### src/rtl/ak4619_tdm_target_if.sv
// Signal bundle between an AK4619 TDM controller (master) and the codec-side target (slave).
interface ak4619_tdm_target_if #(
   parameter int W = 16
);
   logic                lrck;
   logic                sdin;
   logic                sdout;
   logic signed [W-1:0] sample_in0;
   logic signed [W-1:0] sample_in1;
   logic signed [W-1:0] sample_in2;
   logic signed [W-1:0] sample_in3;
   logic signed [W-1:0] sample_out0;
   logic signed [W-1:0] sample_out1;
   logic signed [W-1:0] sample_out2;
   logic signed [W-1:0] sample_out3;
   logic                sample_valid;
   logic                locked;
   logic                sync_err;

   modport slave (
      input  lrck, sdin,
      input  sample_in0, sample_in1, sample_in2, sample_in3,
      output sdout,
      output sample_out0, sample_out1, sample_out2, sample_out3,
      output sample_valid, locked, sync_err
   );

   modport master (
      output lrck, sdin,
      output sample_in0, sample_in1, sample_in2, sample_in3,
      input  sdout,
      input  sample_out0, sample_out1, sample_out2, sample_out3,
      input  sample_valid, locked, sync_err
   );
endinterface

### src/rtl/ak4619_tdm_target.sv
// Codec-side end of the 4-slot TDM link: LRCK framing/lock, SDIN deserialiser, SDOUT serialiser.
// Define AK4619_TARGET_LOOPBACK_EN to echo received DAC words back on SDOUT instead of sample_in.
module ak4619_tdm_target #(
   parameter int W         = 16,
   parameter int SLOT_BITS = 32
) (
   input logic                clk,
   input logic                rst,
   ak4619_tdm_target_if.slave bus
);
   localparam int FRAME = 4 * SLOT_BITS;
   localparam int PW    = $clog2(FRAME);
   localparam int WW    = (W > 1) ? $clog2(W) : 1;

   typedef enum logic [1:0] {HUNT, ARMED, LOCK} lock_state_t;
   typedef logic [3:0][W-1:0] quad_t;

   lock_state_t   state, state_nxt;
   logic          lrck_prev;
   logic [PW-1:0] pos, pos_inc, p, p_next;
   logic [W-2:0]  rx_sr;
   logic [W-1:0]  rx_word;
   quad_t         rx_buf, rx_buf_nxt, tx_buf, tx_buf_nxt, tx_src, out_q;
   logic          sdout_q, valid_q, err_q;
   logic          fall, rise, wrap, err, commit, tx_bit;
   logic [1:0]    slot, slot_n;
   int            bpos, bpos_n;

   // pos holds last cycle's position; a fall edge forces the current one to 0
   assign fall    = lrck_prev & ~bus.lrck;
   assign rise    = ~lrck_prev & bus.lrck;
   assign wrap    = (pos == PW'(FRAME - 1));
   assign pos_inc = wrap ? '0 : pos + PW'(1);
   assign p       = fall ? '0 : pos_inc;
   assign p_next  = (p == PW'(FRAME - 1)) ? '0 : p + PW'(1);

   always_comb begin
      slot   = 2'(int'(p) / SLOT_BITS);
      bpos   = int'(p) % SLOT_BITS;
      slot_n = 2'(int'(p_next) / SLOT_BITS);
      bpos_n = int'(p_next) % SLOT_BITS;
   end

   // HUNT waits for the first fall after reset, which only arms the frame check
   always_comb begin
      state_nxt = state;
      err       = 1'b0;
      case (state)
         HUNT:    if (fall) state_nxt = ARMED;
         ARMED:   if (fall && wrap) state_nxt = LOCK;
         LOCK: begin
            if ((fall && !wrap) || (!fall && wrap) ||
                (rise && p != PW'(2 * SLOT_BITS))) begin
               state_nxt = ARMED;
               err       = 1'b1;
            end
         end
         default: state_nxt = HUNT;
      endcase
   end

   always_ff @(posedge clk or posedge rst) begin
      if (rst) state <= HUNT;
      else     state <= state_nxt;
   end

   always_comb begin
      rx_word    = {rx_sr, bus.sdin};
      rx_buf_nxt = rx_buf;
      if (bpos == W - 1) rx_buf_nxt[slot] = rx_word;
   end

   // Commit reads rx_buf_nxt so a slot-3 word finishing on the last bit is not lost
   always_comb begin
`ifdef AK4619_TARGET_LOOPBACK_EN
      tx_src = rx_buf_nxt;
`else
      tx_src = {bus.sample_in3, bus.sample_in2, bus.sample_in1, bus.sample_in0};
`endif
      commit     = (state == LOCK) && (state_nxt == LOCK) && (p == PW'(FRAME - 1));
      tx_buf_nxt = commit ? tx_src : tx_buf;
      tx_bit     = 1'b0;
      if (bpos_n < W) tx_bit = tx_buf_nxt[slot_n][WW'(W - 1 - bpos_n)];
   end

   always_ff @(posedge clk or posedge rst) begin
      if (rst) begin
         lrck_prev <= 1'b0;
         pos       <= '0;
         rx_sr     <= '0;
         rx_buf    <= '0;
         tx_buf    <= '0;
         out_q     <= '0;
         valid_q   <= 1'b0;
         err_q     <= 1'b0;
         sdout_q   <= 1'b0;
      end else begin
         lrck_prev <= bus.lrck;
         pos       <= p;
         if (bpos < W) rx_sr <= rx_word[W-2:0];
         rx_buf    <= rx_buf_nxt;
         tx_buf    <= tx_buf_nxt;
         valid_q   <= commit;
         err_q     <= err;
         // sdout is preloaded with the bit for the next position, silenced off-lock
         sdout_q   <= (state_nxt == LOCK) & tx_bit;
         if (commit) out_q <= rx_buf_nxt;
      end
   end

   assign bus.sdout        = sdout_q;
   assign bus.sample_out0  = out_q[0];
   assign bus.sample_out1  = out_q[1];
   assign bus.sample_out2  = out_q[2];
   assign bus.sample_out3  = out_q[3];
   assign bus.sample_valid = valid_q;
   assign bus.locked       = (state == LOCK);
   assign bus.sync_err     = err_q;
endmodule

### src/flat_wrapper.sv
// flat-port wrapper written by rule: the top's interface ports become plain ports
module ak4619_tdm_target_flat 
#(
   parameter int W         = 16,
   parameter int SLOT_BITS = 32
)
  (clk, rst, bus_lrck, bus_sdin, bus_sample_in0, bus_sample_in1, bus_sample_in2, bus_sample_in3, bus_sdout, bus_sample_out0, bus_sample_out1, bus_sample_out2, bus_sample_out3, bus_sample_valid, bus_locked, bus_sync_err);
  ak4619_tdm_target_if #(.W(W)) bus_i ();
  input logic clk;
  input logic rst;
  input wire logic [$bits(bus_i.lrck)-1:0] bus_lrck;
  input wire logic [$bits(bus_i.sdin)-1:0] bus_sdin;
  input wire logic [$bits(bus_i.sample_in0)-1:0] bus_sample_in0;
  input wire logic [$bits(bus_i.sample_in1)-1:0] bus_sample_in1;
  input wire logic [$bits(bus_i.sample_in2)-1:0] bus_sample_in2;
  input wire logic [$bits(bus_i.sample_in3)-1:0] bus_sample_in3;
  output wire logic [$bits(bus_i.sdout)-1:0] bus_sdout;
  output wire logic [$bits(bus_i.sample_out0)-1:0] bus_sample_out0;
  output wire logic [$bits(bus_i.sample_out1)-1:0] bus_sample_out1;
  output wire logic [$bits(bus_i.sample_out2)-1:0] bus_sample_out2;
  output wire logic [$bits(bus_i.sample_out3)-1:0] bus_sample_out3;
  output wire logic [$bits(bus_i.sample_valid)-1:0] bus_sample_valid;
  output wire logic [$bits(bus_i.locked)-1:0] bus_locked;
  output wire logic [$bits(bus_i.sync_err)-1:0] bus_sync_err;
  assign bus_i.lrck = bus_lrck;
  assign bus_i.sdin = bus_sdin;
  assign bus_i.sample_in0 = bus_sample_in0;
  assign bus_i.sample_in1 = bus_sample_in1;
  assign bus_i.sample_in2 = bus_sample_in2;
  assign bus_i.sample_in3 = bus_sample_in3;
  assign bus_sdout = bus_i.sdout;
  assign bus_sample_out0 = bus_i.sample_out0;
  assign bus_sample_out1 = bus_i.sample_out1;
  assign bus_sample_out2 = bus_i.sample_out2;
  assign bus_sample_out3 = bus_i.sample_out3;
  assign bus_sample_valid = bus_i.sample_valid;
  assign bus_locked = bus_i.locked;
  assign bus_sync_err = bus_i.sync_err;
  ak4619_tdm_target #(.W(W), .SLOT_BITS(SLOT_BITS)) u_core (.clk(clk), .rst(rst), .bus(bus_i));
endmodule
### config.mk
export PLATFORM = sky130hd
export DESIGN_NAME = ak4619_tdm_target_flat
export DESIGN_NICKNAME = d
export VERILOG_FILES = /design/src/rtl/ak4619_tdm_target_if.sv /design/src/rtl/ak4619_tdm_target.sv /design/src/flat_wrapper.sv
export SDC_FILE = /design/constraint.sdc
export NUM_CORES = 1
export LEC_CHECK = 0
export ABC_AREA = 1
export CAP_MARGIN = 20
export CORE_MARGIN = 3
export CORE_UTILIZATION = 55
export CTS_CLUSTER_SIZE = 40
export DETAILED_ROUTE_END_ITERATION = 6
export PLACE_DENSITY = 0.92
export SLEW_MARGIN = 10
export SYNTH_ARGS = -nofsm -noshare
export SYNTH_HDL_FRONTEND = slang
export SYNTH_SLANG_ARGS = --single-unit
### constraint.sdc
create_clock -name clk -period 11.9 [get_ports clk]
set_clock_uncertainty 0.15 [all_clocks]
set_input_delay 1.19 -clock clk [delete_from_list [all_inputs] [get_ports clk]]
set_output_delay 1.19 -clock clk [all_outputs]
set_load 0.03 [all_outputs]
# Word level (Yosys, flattened, before mapping)

Cells that the tools add are included.

Register bits: 220
Input bits: 68
Word-level logic and storage cells: 72

$add $sub $neg: 3
Order comparisons: 6
Equal/unequal tests: 7
Multiplexer cells: 20
Bitwise gates (word level): 5
Reductions and logical operators: 12

Operators by type and width:

| operator                                                              | number |
|---|---|
| 64-bit two-way mux                                                    | 2 |
| 64-bit bitwise mux                                                    | 1 |
| 16-bit binary-select mux with 2-bit select                            | 1 |
| 16-bit demux with 2-bit select                                        | 1 |
| 16-bit two-way mux                                                    | 2 |
| 7-bit two-way mux                                                     | 3 |
| 7-bit by 1-bit adder with 7-bit output, second input constant         | 2 |
| 7-bit == test, second input constant                                  | 2 |
| 5-bit < comparator, second input constant                             | 2 |
| 1-bit logical AND                                                     | 7 |
| 7-bit != test, second input constant                                  | 1 |
| 2-bit by 3-bit < comparator with 1-bit output, second input constant  | 2 |
| 4-bit by 6-bit < comparator with 1-bit output, second input constant  | 1 |
| 2-bit two-way mux                                                     | 3 |
| 2-bit one-hot mux with 3 select lines                                 | 1 |
| 5-bit == test, second input constant                                  | 1 |
| 1-bit two-way mux                                                     | 5 |
| 1-bit binary-select mux with 4-bit select                             | 1 |
| 2-bit == test, second input constant                                  | 2 |
| 4-bit subtractor, first input constant                                | 1 |
| 1-bit AND                                                             | 3 |
| 2-bit by 1-bit == test with 1-bit output, second input constant       | 1 |
| 2-bit by 1-bit >= comparator with 1-bit output, second input constant | 1 |
| 1-bit zero test                                                       | 2 |
| other kinds (3)                                                       | 5 |

# Longest topological paths before layout

Depth in word-level cells: 19
Gate-level depth with buffers: 25
Depth with buffers taken out: 24

# Worst setup path after synthesis

No wires, ideal clock.

Path kind: in2reg
From: in bus_lrck
To: reg u_core.sdout_q (netlist: u_core.bus.sdout)
Library setup time: 117 ps
Data arrival time: 3474 ps
Required time: 11633 ps
Path slack: 8159 ps
Stages on the path: 22
Path buffers: 2
Path through: inv_2 -> nand2_1 -> inv_1 -> nor2_1 -> nand2_1 -> inv_1 -> ha_1 -> inv_1 -> nor2_2 -> nand2_1 -> nor2_4 -> nand4_4 -> buf_6 -> buf_2 -> o211ai_1 -> nand3_1 -> nand3_1 -> nand3_1 -> nand3_1 -> nand2_1 -> nor2_1 -> nor2_1

RTL lines:

| item                   | line                     | text |
|---|---|---|
| start: declaration     | flat_wrapper.sv:11       | `input wire logic [$bits(bus_i.lrck)-1:0] bus_lrck;` |
| end signal: assignment | ak4619_tdm_target.sv:106 | `sdout_q <= (state_nxt == LOCK) & tx_bit;` |
| end: declaration       | ak4619_tdm_target.sv:24  | `logic sdout_q, valid_q, err_q;` |

==> results by group <==
Floorplanning
  – Ports: 136
  – CORE AREA: 17500 um^2
  – Die boundary height: 140 um
  – Die Area: 19700 um^2
  – Die Wd: 140 um
  – Starting Density: 0.568
  – Rows: 48

Placed design
  – Hpwl dp: 15.6 mm
  – Pre-CTS setup slack: 6.23 ns
  – GPL Wtd Cong: 0.858
  – PortBufs: 135

CTS
  – Longest Clk Path Bufs: 3
  – CTS Buf Count: 23
  – Post_cts resized: 0
  – Clock transition at the registers of the reported paths: 0.06 ns
  – CTS Sinks: 220
  – Number of setup buffers added after CTS: 0
  – CTS tree: done
  – H-tree depth: 1
  – CTS root buffer: clkbuf_16
  – Clk_lat worst skew: 0.51 ns
  – Hold-fix buffers, CTS: 0

Global route
  – Initial antenna violation count: 0
  – GR Overflow Total: 0
  – Number of global-route vias before repair: 8038
  – Global-route wire length before repair: 40.2 mm
  – Largest net degree at the start of global routing: 139
  – GRT Total Usage: 0.248

Final layout
  – Synth-to-layout area growth: 22.0%
  – Register area: 5510 um^2
  – Share of layout cells above drive strength 1: 0.0433
  – # fillers: 1235
  – Area occupied by multi-input gates: 3380 um^2
  – Util after Layout: 0.693
  – Nets: 1328
  – Number of antenna diodes: 0

Yosys
  – Largest cells by area after synthesis: dfrtp_1 55%, nand2_1 11%, o21a_1 9.0%
  – Mapped cell area: 9930 um^2
  – Number of enable flip-flop cells after synthesis: 0
  – Synth Register Bits: 220
  – YS warnings: 0
  – Yosys top cell area share: 0.555
  – Most common cell in the netlist: nand2_1
  – Top_reg_cell synth: dfrtp_1
  – Post-synth top area cell: dfrtp_1
  – Asr flop ratio synth: 1.00
  – Register area share after synthesis: 0.555
  – Yosys cell types: 26
  – Syn Nets: 1218
  – Post-Syn Instances: 1145
  – Syn_area_per_cell: 8.67 um^2
  – Post-synth top cells: 290 x nand2_1, 220 x dfrtp_1, 201 x inv_1

Setup path
  – Arr. time, crit path: 5.60 ns
  – Critical Path End Type: flip-flop
  – CP max FO: 68
  – Required @ worst endpoint: 12.18 ns
  – Worst Setup Start Kind: input port
  – CP Class: input port to flip-flop

Timing
  – Tmin final: 5.32 ns
  – RSZ-0062 raised after global routing: no
  – Rel. slew slack: 0.332
  – Final period util: 0.447
  – Setup TNS: 0 ns
  – Slew Viols, Final: 0
  – Achievable Freq: 188 MHz
  – Finish-stage setup viols: 0
  – Endpoints failing hold: 0
  – Worst-margin pin slew: 1.00 ns
  – Worst setup margin: 6.58 ns

Power and ir drop
  – Leakage: 6.16 nW
  – Pwr dens: 143 nW/um^2
  – IR drop worst, VDD: 129 uV

Drt
  – Post-DR vias/cell: 5.47
  – Wirelength per Cell: 16.6 um
  – Post-route antenna net violation count: 0
  – Number of DRC markers in iteration 0: 832
  – DR pass1 iterations: 5
  – WL final: 24.8 mm
  – Vias: 8172
  – Drt drc: 0

Status
  – Status: complete, no violations

Run
  – Max-Cap Viols: 0

Worst hold path
  – Hold Path Class: flip-flop to flip-flop
stage by stage:
stage	hold slack, ns	power (mW)	instance area [um^2]	cells
2_1_floorplan	0.283	0.930	9930	1145
3_3_place_gp	0.303	1.01	11300	1453
3_5_place_dp	0.316	1.02	11300	1453
4_1_cts	0.320	1.73	12100	1493
5_1_grt	0.342	1.79	12100	1495
6_report	0.315	1.73	12100	1495
logic make-up after synthesis:
logic type | synth area share
adders and majority gates | 0.00630
xor gates and xnor gates | 0.000883
buffers and inverters | 0.105
AOI/OAI and AO/OA | 0.156
DFF | 0.555
and+or+nand+nor | 0.178
path summary, 6_finish.rpt:
path                       slack [ns]                 startpoint  cells past startpoint                                    end
setup / recovery                 6.58                   bus_lrck                     24             u_core.bus.sdout$_DFF_PP0_
hold / removal                   0.31  u_core.state[1]$_DFF_PP0_                      1              u_core.state[0]$_DFF_PP0_
setup reg to reg                 7.19    u_core.pos[0]$_DFF_PP0_                     23             u_core.bus.sdout$_DFF_PP0_
hold reg to reg                  0.31  u_core.state[1]$_DFF_PP0_                      1              u_core.state[0]$_DFF_PP0_
max in group asynchronous        8.90                        rst                      3  u_core.bus.sample_out2[3]$_DFFE_PP0N_
min in group asynchronous        1.15                        rst                      2            u_core.tx_buf[62]$_DFF_PP0_
per-layer routing:
layer,share of wire,vias to the layer above,global-route usage
met5,0,-,0
met4,0.032,0,0.0796
met3,0.084,64,0.0427
met2,0.48,369,0.406
met1,0.41,3912,0.341
li1,-,3827,-
state kept, by name, indices dropped and copies added, names as in the netlist:
signal                   flops
u_core.rx_sr                15
u_core.tx_buf               64
u_core.bus.sample_valid      1
u_core.pos                   7
u_core.rx_buf               64
u_core.state                 2
u_core.bus.sync_err          1
u_core.bus.sample_out2      16
u_core.lrck_prev             1
u_core.bus.sample_out3      16
u_core.bus.sample_out1      16
u_core.bus.sample_out0      16
u_core.bus.sdout             1
cell usage in the layout, fill, tap and decap left out, drive strengths merged:
cell / n
inv: 207
clkbuf: 33
nand4: 6
o21a: 119
bufinv: 1
xor2: 1
o21ai: 82
a21oi: 2
o21bai: 2
and2: 3
a31oi: 2
clkdlybuf4s50: 135
nand2: 290
nor3: 1
ha: 5
nor2: 26
dfrtp: 220
buf: 6
o31ai: 1
nand3: 97
clkinv: 2
o211ai: 26
clkinvlp: 3
power breakdown:
part           internal [mW]  total (mW)  switching [mW]
clock                  0.420       0.712           0.292
sequential             0.784       0.806          0.0214
combinational         0.0640       0.212           0.148
cell type report:
| type | count | area share |
|---|---|---|
| flip-flops and latches | 220 | 0.454 |
| multi-input cells | 663 | 0.279 |
| repair buffers | 141 | 0.117 |
| inverters | 206 | 0.0644 |
| clock buffers | 33 | 0.0564 |
| well taps | 225 | 0.0232 |
| clock inverters | 7 | 0.00589 |
critical path, cell delays in order:
cell             delay (ns)
clkdlybuf4s50_1        0.50
inv_2                  0.04
nand2_1                0.12
inv_1                  0.09
nor2_1                 0.25
nand2_1                0.12
inv_1                  0.12
ha_1                   0.15
inv_1                  0.06
nor2_2                 0.12
nand2_1                0.12
nor2_4                 0.25
nand4_4                0.67
inv_2                  0.79
nand2_1                0.16
nand2_1                0.13
nand2_1                0.07
nand3_1                0.12
nand3_1                0.10
nand3_1                0.13
nand3_1                0.08
nand2_1                0.06
nor2_1                 0.04
nor2_1                 0.09
Power figures use the tool's default switching activity.
